## config.mk

```make
export PLATFORM = sky130hd
export DESIGN_NAME = pwm_capture
export DESIGN_NICKNAME = d
export VERILOG_FILES = /design/src/rtl/pwm_capture.sv
export SDC_FILE = /design/constraint.sdc
export NUM_CORES = 1
export LEC_CHECK = 0
export CAP_MARGIN = 15
export CORE_UTILIZATION = 40
export CTS_CLUSTER_SIZE = 28
export DETAILED_ROUTE_END_ITERATION = 10
export HOLD_SLACK_MARGIN = 0.15
export MAX_ROUTING_LAYER = met4
export SYNTH_ARGS = -nofsm -noshare
export SYNTH_HDL_FRONTEND = slang
export SYNTH_SLANG_ARGS = --single-unit
export TNS_END_PERCENT = 20
```

## constraint.sdc

```tcl
create_clock -name clk_i -period 2.5 [get_ports clk_i]
set_input_delay 0.5 -clock clk_i [delete_from_list [all_inputs] [get_ports clk_i]]
set_output_delay 0.5 -clock clk_i [all_outputs]
set_load 0.01 [all_outputs]
```

## src/rtl/pwm_capture.sv

```systemverilog
// pwm_capture
//   Measures the high time and the rise-to-rise period of an external PWM
//   waveform in clk_i cycles. The waveform is synchronised, its edges are
//   detected, and a small IDLE/HIGH/LOW state machine counts cycles between
//   edges. A new measurement is published (with a one-cycle valid_o strobe)
//   only once a full period, from one rise to the next, has been seen.
//   If no rise arrives within TIMEOUT cycles, the signal is declared lost.
//
// Parameters
//   CNT_W    width of the measurement counters and outputs
//   TIMEOUT  clk_i cycles without a rise before the signal is declared lost
//            (2 <= TIMEOUT <= 2^CNT_W-1)
//
// Ports
//   clk_i      in   1      system clock, rising edge
//   rst_ni     in   1      asynchronous active-low reset
//   pwm_i      in   1      PWM waveform, asynchronous to clk_i
//   ena_i      in   1      capture enable; low holds the block idle
//   high_o     out  CNT_W  high time of the last complete period
//   period_o   out  CNT_W  rise-to-rise time of the last complete period
//   valid_o    out  1      one-cycle strobe: high_o/period_o just updated
//   timeout_o  out  1      no valid measurement is current

module pwm_capture #(
  parameter int CNT_W   = 16,
  parameter int TIMEOUT = 50000
) (
  input  logic             clk_i,
  input  logic             rst_ni,
  input  logic             pwm_i,
  input  logic             ena_i,
  output logic [CNT_W-1:0] high_o,
  output logic [CNT_W-1:0] period_o,
  output logic             valid_o,
  output logic             timeout_o
);

  typedef enum logic [1:0] {
    IDLE = 2'd0,
    HIGH = 2'd1,
    LOW  = 2'd2
  } state_t;

  localparam logic [CNT_W-1:0] TIMEOUT_VAL = CNT_W'(TIMEOUT);
  localparam logic [CNT_W-1:0] CNT_MAX     = {CNT_W{1'b1}};
  localparam logic [CNT_W-1:0] CNT_ONE     = {{(CNT_W-1){1'b0}}, 1'b1};

  logic             s1;
  logic             s2;
  logic             s2_d;
  logic             rise;
  logic             fall;

  state_t           state;
  state_t           state_n;
  logic [CNT_W-1:0] period_cnt;
  logic [CNT_W-1:0] period_cnt_n;
  logic [CNT_W-1:0] high_cnt;
  logic [CNT_W-1:0] high_cnt_n;
  logic [CNT_W-1:0] cnt_inc;
  logic [CNT_W-1:0] high_n;
  logic [CNT_W-1:0] period_n;
  logic             valid_n;
  logic             timeout_n;
  logic             timeout_hit;

  // Two-flop synchroniser plus one delay stage for edge detection. It keeps
  // running while ena_i is low so that re-enabling never sees a stale edge.
  always_ff @(posedge clk_i or negedge rst_ni) begin
    if (!rst_ni) begin
      s1   <= 1'b0;
      s2   <= 1'b0;
      s2_d <= 1'b0;
    end else begin
      s1   <= pwm_i;
      s2   <= s1;
      s2_d <= s2;
    end
  end

  assign rise = s2 & ~s2_d;
  assign fall = ~s2 & s2_d;

  // Saturating increment; TIMEOUT never exceeds CNT_MAX, so the timeout
  // always fires before saturation matters.
  assign cnt_inc = (period_cnt == CNT_MAX) ? period_cnt : period_cnt + CNT_ONE;

  // A rise in the very cycle the count reaches TIMEOUT still counts as a
  // valid period, so the timeout is suppressed whenever a rise is present.
  assign timeout_hit = (period_cnt == TIMEOUT_VAL) && !rise;

  // State register together with every counter and output register, so all
  // outputs come straight from flops.
  always_ff @(posedge clk_i or negedge rst_ni) begin
    if (!rst_ni) begin
      state      <= IDLE;
      period_cnt <= '0;
      high_cnt   <= '0;
      high_o     <= '0;
      period_o   <= '0;
      valid_o    <= 1'b0;
      timeout_o  <= 1'b1;
    end else begin
      state      <= state_n;
      period_cnt <= period_cnt_n;
      high_cnt   <= high_cnt_n;
      high_o     <= high_n;
      period_o   <= period_n;
      valid_o    <= valid_n;
      timeout_o  <= timeout_n;
    end
  end

  // Next-state and next-output logic. The published measurement holds its
  // value on timeout or disable; only a completed period overwrites it.
  always_comb begin
    state_n      = state;
    period_cnt_n = period_cnt;
    high_cnt_n   = high_cnt;
    high_n       = high_o;
    period_n     = period_o;
    valid_n      = 1'b0;
    timeout_n    = timeout_o;

    if (!ena_i) begin
      state_n      = IDLE;
      period_cnt_n = '0;
      high_cnt_n   = '0;
      timeout_n    = 1'b1;
    end else begin
      case (state)
        IDLE: begin
          // The first rise only starts a period; a fall here is meaningless.
          if (rise) begin
            state_n      = HIGH;
            period_cnt_n = CNT_ONE;
          end
        end

        HIGH: begin
          if (timeout_hit) begin
            state_n      = IDLE;
            period_cnt_n = '0;
            timeout_n    = 1'b1;
          end else if (fall) begin
            state_n      = LOW;
            high_cnt_n   = period_cnt;
            period_cnt_n = cnt_inc;
          end else begin
            period_cnt_n = cnt_inc;
          end
        end

        LOW: begin
          if (rise) begin
            state_n      = HIGH;
            period_n     = period_cnt;
            high_n       = high_cnt;
            valid_n      = 1'b1;
            timeout_n    = 1'b0;
            period_cnt_n = CNT_ONE;
          end else if (timeout_hit) begin
            state_n      = IDLE;
            period_cnt_n = '0;
            timeout_n    = 1'b1;
          end else begin
            period_cnt_n = cnt_inc;
          end
        end

        default: begin
          state_n      = IDLE;
          period_cnt_n = '0;
        end
      endcase
    end
  end

endmodule

```

After elaboration in Yosys (flattened, before gate mapping)

Index checks and enable logic that the tools add are counted.

Word-level logic and storage cells: 56
Output and inout bits: 34
Register bits: 71

Eq/ne operators: 11
Bitwise gates (word level): 4
$add $sub $neg: 1
Reductions and logical operators: 6
Multiplexer cells: 24

Operators with widths:

| kind                                                  | number |
|---|---|
| 2-to-1 mux 16 bit                                     | 9 |
| one-hot mux 16 bit (3 select lines)                   | 1 |
| equality test 16 bit, second input constant           | 2 |
| adder 16 x 1 -> 16 bit, second input constant         | 1 |
| 2-to-1 mux 2 bit                                      | 6 |
| AND reduction 3 bit                                   | 3 |
| inequality test 4 bit, second input constant          | 2 |
| 2-to-1 mux 1 bit                                      | 6 |
| one-hot mux 2 bit (3 select lines)                    | 1 |
| inequality test 2 x 1 -> 1 bit, second input constant | 2 |
| inequality test 3 x 1 -> 1 bit, second input constant | 1 |
| inequality test 3 bit, second input constant          | 1 |
| bitwise AND 1 bit                                     | 2 |
| equality test 2 x 1 -> 1 bit, second input constant   | 1 |
| equality test 2 bit, second input constant            | 1 |
| logical NOT 2 bit                                     | 1 |
| inequality test 2 bit, second input constant          | 1 |
| NOT 1 bit                                             | 2 |
| one-hot mux 1 bit (2 select lines)                    | 1 |
| logical AND 1 bit                                     | 1 |
| logical NOT 1 bit                                     | 1 |

Logic depth before layout (Yosys ltp)

Gate-level depths: netlist (run 1).

Depth after elaboration: 8
Mapped depth: 9

Worst setup path after synthesis (run 1)

OpenSTA, ideal clock, no wires.

Kind: flip-flop to flip-flop
Start: register s2
End: register high_cnt[10]
Arrival: 1783 ps
Required time: 2368 ps
Stages on the path, launching flop included: 7
Path slack: 585 ps
Cells stage by stage: dfrtp_1 > and2b_4 > or4_4 > o211ai_4 > buf_12 > mux2i_1 > nor2_1

Word-level cells in the longest chain between the ends: 5
Elaborated cells between the ends (all ways): 8
Classes of those cells: eq/ne: 2; bitwise: 3; reduce/logical: 3

RTL lines:

| element                         | RTL line | RTL |
|---|---|---|
| start, declared                 | 49       | `logic s2;` |
| start signal, assigned          | 72       | `s2 <= 1'b0;` |
| start signal, assigned          | 76       | `s2 <= s1;` |
| bitwise AND 1 bit               | 81       | `assign rise = s2 & ~s2_d;` |
| logical NOT 1 bit               | 90       | `assign timeout_hit = (period_cnt == TIMEOUT_VAL) && !rise;` |
| logical AND 1 bit               | 90       |  |
| inequality test 2 bit (no line) | n/a      |  |
| AND reduction 3 bit (no line) * | n/a      |  |
| end signal, assigned            | 106      | `high_cnt <= high_cnt_n;` |
| end, declared                   | 58       | `logic [CNT_W-1:0] high_cnt;` |

Mark *: on every way between the ends. The rest lies on a longest branch, timed or not.
A chain may end at the register's enable or synchronous reset.

Worst setup path after layout (run 1)

Start: register period_cnt[10]
End: register period_cnt[1]

Word-level cells in the longest chain between the ends: 6
Elaborated cells between the ends (all ways): 8
Classes of those cells: eq/ne: 2; mux: 5; reduce/logical: 1

RTL lines:

| element                                                       | RTL line | RTL |
|---|---|---|
| start, declared                                               | 56       | `logic [CNT_W-1:0] period_cnt;` |
| start signal, assigned                                        | 105      | `period_cnt <= period_cnt_n;` |
| equality test 16 bit (on tied branches)                       | 86, 90   |  |
| 2-to-1 mux 16 bit / logical AND 1 bit (equally long branches) | 86, 90   |  |
| 2-to-1 mux 16 bit *                                           | 141      | `if (timeout_hit) begin` |
| 2-to-1 mux 16 bit                                             | 155      | `if (rise) begin` |
| one-hot mux 16 bit (3 select lines) *                         | 131      | `case (state)` |
| 2-to-1 mux 16 bit *                                           | 125      | `if (!ena_i) begin` |

Marked as above.

==> results.toml, run 1 <==
[route]
first_iter_violations = 142
postRouteAntennaNets = 0
postRouteWirelength_um = 6780
post_drt_wl_per_cell_um = 14.8
detail_route.drc_violations = 0
dr_total_vias = 2406
detail_route.vias_per_cell = 5.26
drtPass1Iterations = 4

[placed_design]
numPortBuffers = 37
post_dp_cell_area_mm2 = 0.00367
dp_hpwl_um = 4590
gp_congestion = 0.942
worst_slack_at_placement_ns = 0.312

[synth]
yosysWarningCount = 0
asyncSetResetFlopFracSynth_pct = 100
synthFlopType = "sky130_fd_sc_hd__dfrtp_1"
synthesis.area_per_instance_um2 = 10.4
synth.ff_latch_count = 71
post-synth-top-area-cell = "sky130_fd_sc_hd__dfrtp_1"
synth.top_cell.area_share_pct = 54.4
netlist_instances = 309
synth_enable_flop_cells = 0
netlist-cell-type-count = 55
ys_top_cells_by_area = "sky130_fd_sc_hd__dfrtp_1, sky130_fd_sc_hd__nand2_1, sky130_fd_sc_hd__mux2i_1"
synth_nets = 315
synth.cell_area_mm2 = 0.00322
synth_sequential_area_ratio_pct = 55.2

[sta]
final_hold_viol_count = 0
slew_viol_final = 0
totalNegativeSetupSlack_ns = 0
rsz0062_at_grt = "false"
fin_hold_ws_ns = 0.160
fin_crit_ns = 2.17
finalSetupViolCount = 0
tightestPinTransition_ns = 0.634
fin_skew_ns = 0.00793
relSlewSlack_pct = 57.8
post-route-worst-setup-slack_ns = 0.334
achievable-frequency_ghz = 0.462
min_period_over_period_pct = 86.6

[worst_setup_path]
timing.critical_path.slowest_cell_delay_ns = 0.51
critPathRequiredTime_ns = 2.72
crit_fanout = 10
startpoint_type = "flip-flop"
critical_path_class = "reg2reg"
critical_path.n_buffers_inverters = 0
crit_path_end_kind = "flip-flop"
cpMaxStageDelayCell = "sky130_fd_sc_hd__nor4b_1"
path_cells = "nor4b_1 -> nand3_2 -> o221ai_2 -> o21ai_0 -> o2bb2ai_1"
worst_ep_arrival_time_ns = 2.38
worst_path_dominant_cell_family = "compound AO/OA/AOI/OAI gates"

[global_route]
antenna_found_initial = 0
grt_first_pass_wirelength_um = 11500
grt_overflow_total = 0
grt_start_max_net_pins = 45
global_route.usage.total_pct = 18.4
number_of_global_route_vias_before_repair = 2317

[die]
num_io_pins = 38
floorplan.die_area_mm2 = 0.00841
num_rows = 32
chipHeight_um = 91.7
placeableCoreArea_mm2 = 0.00777
initial_core_util_pct = 41.5
die_x_extent_um = 91.7

[power]
internal_power_mw = 1.76
comb_power_share_pct = 4.9
power_dens_cells_mw_per_mm2 = 593
sw_frac_of_total_pct = 23.6
power.static_leakage_nw = 1.90
seq_power_share_pct = 51.1
netSwitchingPower_mw = 0.544
power.clock.fraction_pct = 44.0
max-vdd-ir-drop_mv = 0.314

[finish]
area_delta_synth_final_pct = 20.7
layout_commonest_cell = "sky130_fd_sc_hd__dfrtp_1"
finish.instance_area_mm2 = 0.00389
most_frequent_cells_in_the_layout = "sky130_fd_sc_hd__dfrtp_1, sky130_fd_sc_hd__nand2_1, sky130_fd_sc_hd__clkdlybuf4s50_1, sky130_fd_sc_hd__nor2_1, sky130_fd_sc_hd__mux2i_1"
total_nets_final = 356
drive_gt1_share_pct = 13.8
diodes = 0

[cts]
worst_setup_hold_path_clk_slew_ns = 0.08
cts_resized = 0
cts_root_buffer = "sky130_fd_sc_hd__clkbuf_8"
clk_latency_ns = 0.35
clock_tree_from_tritoncts = "built"
clock_path_buffers = 2
post_cts_hold_buffer_count = 0
tritoncts.num_buffers = 9
cts_post_setup_buffers_inserted = 0
htreeDepth = 3
sink_count_of_the_clock_tree = 71

[hold_path]
min-delay-path-class = "in2async"

[run_status]
run_status = "finished, final reports clean"

[job]
max_cap_violations = 0
-- metrics by stage --
| stage | utilization, % | instances | power, mW |
|---|---|---|---|
| after floorplan | - | 309 | 1.27 |
| after global placement | 47.2 | 441 | 1.32 |
| after detailed placement | 47.2 | 441 | 1.32 |
| after CTS | 50.1 | 457 | 2.34 |
| after global routing | 50.1 | 457 | 2.40 |
| final | 50.1 | 457 | 2.31 |
-- power by group through the flow --
stage	sequential, mW	combinational [mW]	clock (mW)
after floorplan	1.19	0.0760	0
after global routing	1.18	0.129	1.09
after detailed placement	1.20	0.116	0
final	1.18	0.113	1.01
after global placement	1.20	0.115	0
after CTS	1.18	0.116	1.04
-- flip-flops by register name (all words and copies together) (netlist names) --
signal      cells
s2_d            1
period_o       16
s2              1
period_cnt     16
high_cnt       16
state           2
s1              1
timeout_o       1
high_o         16
valid_o         1
-- layer usage --
layer  share of wire, %  track usage, %
met1                 47            23.9
met2                 44            27.1
met3                6.6            3.73
met4                2.3            10.3
met5                  0               -
-- kinds of logic after synthesis --
| logic type | after synthesis | synth area share [%] |
|---|---|---|
| compound gates | 52 | 10.8 |
| fa+ha+maj | 2 | 0.777 |
| buf+inv | 24 | 4.86 |
| flops | 71 | 55.2 |
| mux | 27 | 8.82 |
| simple gates | 133 | 19.5 |
-- final timing paths --
| kind | from | to | slack [ns] | cells past startpoint |
|---|---|---|---|---|
| max reg2reg | period_cnt[10] | period_cnt[1] | 0.33 | 5 |
| min reg2reg | s1 | s2 | 0.36 | 0 |
| max in group asynchronous | rst_ni | timeout_o | 1.64 | 2 |
| max | period_cnt[10] | period_cnt[1] | 0.33 | 5 |
| min in group clk_i | s1 | s2 | 0.36 | 0 |
| min | rst_ni | high_o[11] | 0.16 | 1 |
-- Yosys cell counts, types with 2 or more instances --
| cell type | number |
|---|---|
| sky130_fd_sc_hd__buf_6 | 2 |
| sky130_fd_sc_hd__nor3_1 | 3 |
| sky130_fd_sc_hd__clkbuf_1 | 5 |
| sky130_fd_sc_hd__and2b_2 | 2 |
| sky130_fd_sc_hd__a21oi_1 | 11 |
| sky130_fd_sc_hd__nor2_1 | 25 |
| sky130_fd_sc_hd__nand3_1 | 8 |
| sky130_fd_sc_hd__nand4_1 | 6 |
| sky130_fd_sc_hd__mux2_2 | 11 |
| sky130_fd_sc_hd__inv_1 | 5 |
| sky130_fd_sc_hd__and3_1 | 4 |
| sky130_fd_sc_hd__nand2_1 | 64 |
| sky130_fd_sc_hd__mux2i_1 | 16 |
| sky130_fd_sc_hd__dfrtp_1 | 70 |
| sky130_fd_sc_hd__nand2b_1 | 4 |
| sky130_fd_sc_hd__o211ai_1 | 2 |
| sky130_fd_sc_hd__or4_1 | 2 |
| sky130_fd_sc_hd__ha_1 | 2 |
| sky130_fd_sc_hd__a21o_1 | 2 |
| sky130_fd_sc_hd__buf_2 | 5 |
| sky130_fd_sc_hd__a31oi_1 | 11 |
| sky130_fd_sc_hd__clkinv_1 | 2 |
| sky130_fd_sc_hd__nor4_1 | 2 |
| sky130_fd_sc_hd__o21ai_1 | 3 |
| sky130_fd_sc_hd__buf_1 | 2 |
| sky130_fd_sc_hd__o21ai_0 | 11 |
-- cell type report --
| class | count | area, µm² |
|---|---|---|
| clock buffer | 9 | 124 |
| fill | 747 | 3880 |
| multi-input combinational | 214 | 1290 |
| clock inverter | 7 | 97.6 |
| inverter | 8 | 30.0 |
| timing repair buffer | 46 | 445 |
| tap | 102 | 128 |
| sequential | 71 | 1780 |
Note: power is estimated with default switching activity, not from simulation.
==> run 2: changes to the inputs <==
--- a/config.mk
+++ b/config.mk
@@ -6,11 +6,12 @@
 export NUM_CORES = 1
 export LEC_CHECK = 0
 export CAP_MARGIN = 15
-export CORE_UTILIZATION = 40
+export CORE_UTILIZATION = 46
 export CTS_CLUSTER_SIZE = 28
 export DETAILED_ROUTE_END_ITERATION = 10
 export HOLD_SLACK_MARGIN = 0.15
 export MAX_ROUTING_LAYER = met4
+export PLACE_DENSITY = 0.68
 export SYNTH_ARGS = -nofsm -noshare
 export SYNTH_HDL_FRONTEND = slang
 export SYNTH_SLANG_ARGS = --single-unit
==> results.toml, run 2 (same netlist as run 1, synthesis figures left out) <==
[global_route]
number_of_global_route_vias_before_repair = 2258
global_route.usage.total_pct = 21.0
antenna_found_initial = 0
grt_start_max_net_pins = 50
grt_first_pass_wirelength_um = 11300
grt_overflow_total = 0

[worst_setup_path]
critical_path_class = "reg2reg"
startpoint_type = "flip-flop"
crit_fanout = 10
critPathRequiredTime_ns = 2.71
worst_ep_arrival_time_ns = 2.37
crit_path_end_kind = "flip-flop"

[sta]
finalSetupViolCount = 0
rsz0062_at_grt = "false"
fin_hold_ws_ns = 0.360
post-route-worst-setup-slack_ns = 0.336
tightestPinTransition_ns = 0.648
fin_crit_ns = 2.16
fin_skew_ns = 0.00728
achievable-frequency_ghz = 0.462
final_hold_viol_count = 0
slew_viol_final = 0
min_period_over_period_pct = 86.5
relSlewSlack_pct = 56.7
totalNegativeSetupSlack_ns = 0

[die]
num_io_pins = 38
placeableCoreArea_mm2 = 0.00679
initial_core_util_pct = 47.4
num_rows = 30
die_x_extent_um = 85.7
chipHeight_um = 85.7
floorplan.die_area_mm2 = 0.00734

[hold_path]
min-delay-path-class = "reg2reg"

[placed_design]
dp_hpwl_um = 4570
worst_slack_at_placement_ns = 0.400
gp_congestion = 0.904
numPortBuffers = 37

[cts]
tritoncts.num_buffers = 9
clock_path_buffers = 2
sink_count_of_the_clock_tree = 71
htreeDepth = 3
worst_setup_hold_path_clk_slew_ns = 0.07
clock_tree_from_tritoncts = "built"
cts_root_buffer = "sky130_fd_sc_hd__clkbuf_8"
clk_latency_ns = 0.34

[finish]
layout_commonest_cell = "sky130_fd_sc_hd__dfrtp_1"
utilization_pct = 56.9
area_delta_synth_final_pct = 20.0
diodes = 0
drive_gt1_share_pct = 13.7
total_nets_final = 358
most_frequent_cells_in_the_layout = "sky130_fd_sc_hd__dfrtp_1, sky130_fd_sc_hd__nand2_1, sky130_fd_sc_hd__clkdlybuf4s50_1, sky130_fd_sc_hd__nor2_1, sky130_fd_sc_hd__mux2i_1"

[power]
power.static_leakage_nw = 1.90
power_dens_cells_mw_per_mm2 = 562
max-vdd-ir-drop_mv = 0.264

[route]
drtPass1Iterations = 4
post_drt_wl_per_cell_um = 14.8
postRouteWirelength_um = 6720
postRouteAntennaNets = 0
detail_route.vias_per_cell = 5.33
first_iter_violations = 142
detail_route.drc_violations = 0
dr_total_vias = 2415

[run_status]
run_status = "finished, final reports clean"

[job]
max_cap_violations = 0
run 2: changes by cell type in the layout (fill, tap and decap cells not counted), sizes merged:
cell,change
buf,+1
bufinv,-1
clkbuf,+1
clkinv,+1
clkinvlp,-1
dlygate4sd3,+1
run 2: through the flow:
| stage | cell area, µm² | power [mW] | instances |
|---|---|---|---|
| final | 3870 | 2.17 | 453 |
| after global routing | 3870 | 2.27 | 453 |
| after CTS | 3870 | 2.20 | 453 |
| after detailed placement | 3670 | 1.31 | 436 |
| after global placement | 3670 | 1.31 | 436 |
| after floorplan | 3220 | 1.27 | 309 |
run 2: repair_timing:
item	CTS	global route
gates resized for setup	0	0
hold endpoints to repair	20	0
hold buffers	1	0
buffers inserted	0	0
run 2: worst max-delay path, stage by stage, from the launching register on:
cell and delay (ns):
sky130_fd_sc_hd__dfrtp_1 0.47, sky130_fd_sc_hd__nor4b_1 0.50, sky130_fd_sc_hd__nand3_2 0.23, sky130_fd_sc_hd__o221ai_2 0.52, sky130_fd_sc_hd__o21ai_0 0.17, sky130_fd_sc_hd__o2bb2ai_1 0.15
run 2: metal layers:
| metal | routed length [µm] | GRT usage (%) |
|---|---|---|
| met1 | 3300 | 29.0 |
| met2 | 3010 | 29.7 |
| met3 | 310 | 4.52 |
| met4 | 89 | 9.39 |
| met5 | 0 | - |
run 2: layout make-up:
class	instances	area (µm²)
clock buffers	10	128
multi-input cells	214	1290
repair buffers	48	463
clock inverters	6	61.3
fillers	611	2930
flip-flops and latches	71	1780
well taps	96	120
inverters	8	30.0
run 2: path summary, 6_finish.rpt:
| check | start | endpoint | slack [ns] | cells after the start |
|---|---|---|---|---|
| setup / recovery | period_cnt[5] | period_cnt[1] | 0.34 | 5 |
| hold / removal | s1 | s2 | 0.36 | 0 |
| setup reg to reg | period_cnt[5] | period_cnt[1] | 0.34 | 5 |
| hold reg to reg | s1 | s2 | 0.36 | 0 |
| max in group asynchronous | rst_ni | period_o[8] | 1.18 | 3 |
| min in group asynchronous | rst_ni | valid_o | 0.68 | 2 |
run 2: power breakdown:
group / internal [mW] / switching, mW / total [mW] / leakage, nW
sequential: 1.16 / 0.0170 / 1.18 / 0.979
clock: 0.457 / 0.420 / 0.878 / 0.0960
combinational: 0.0405 / 0.0753 / 0.116 / 0.828
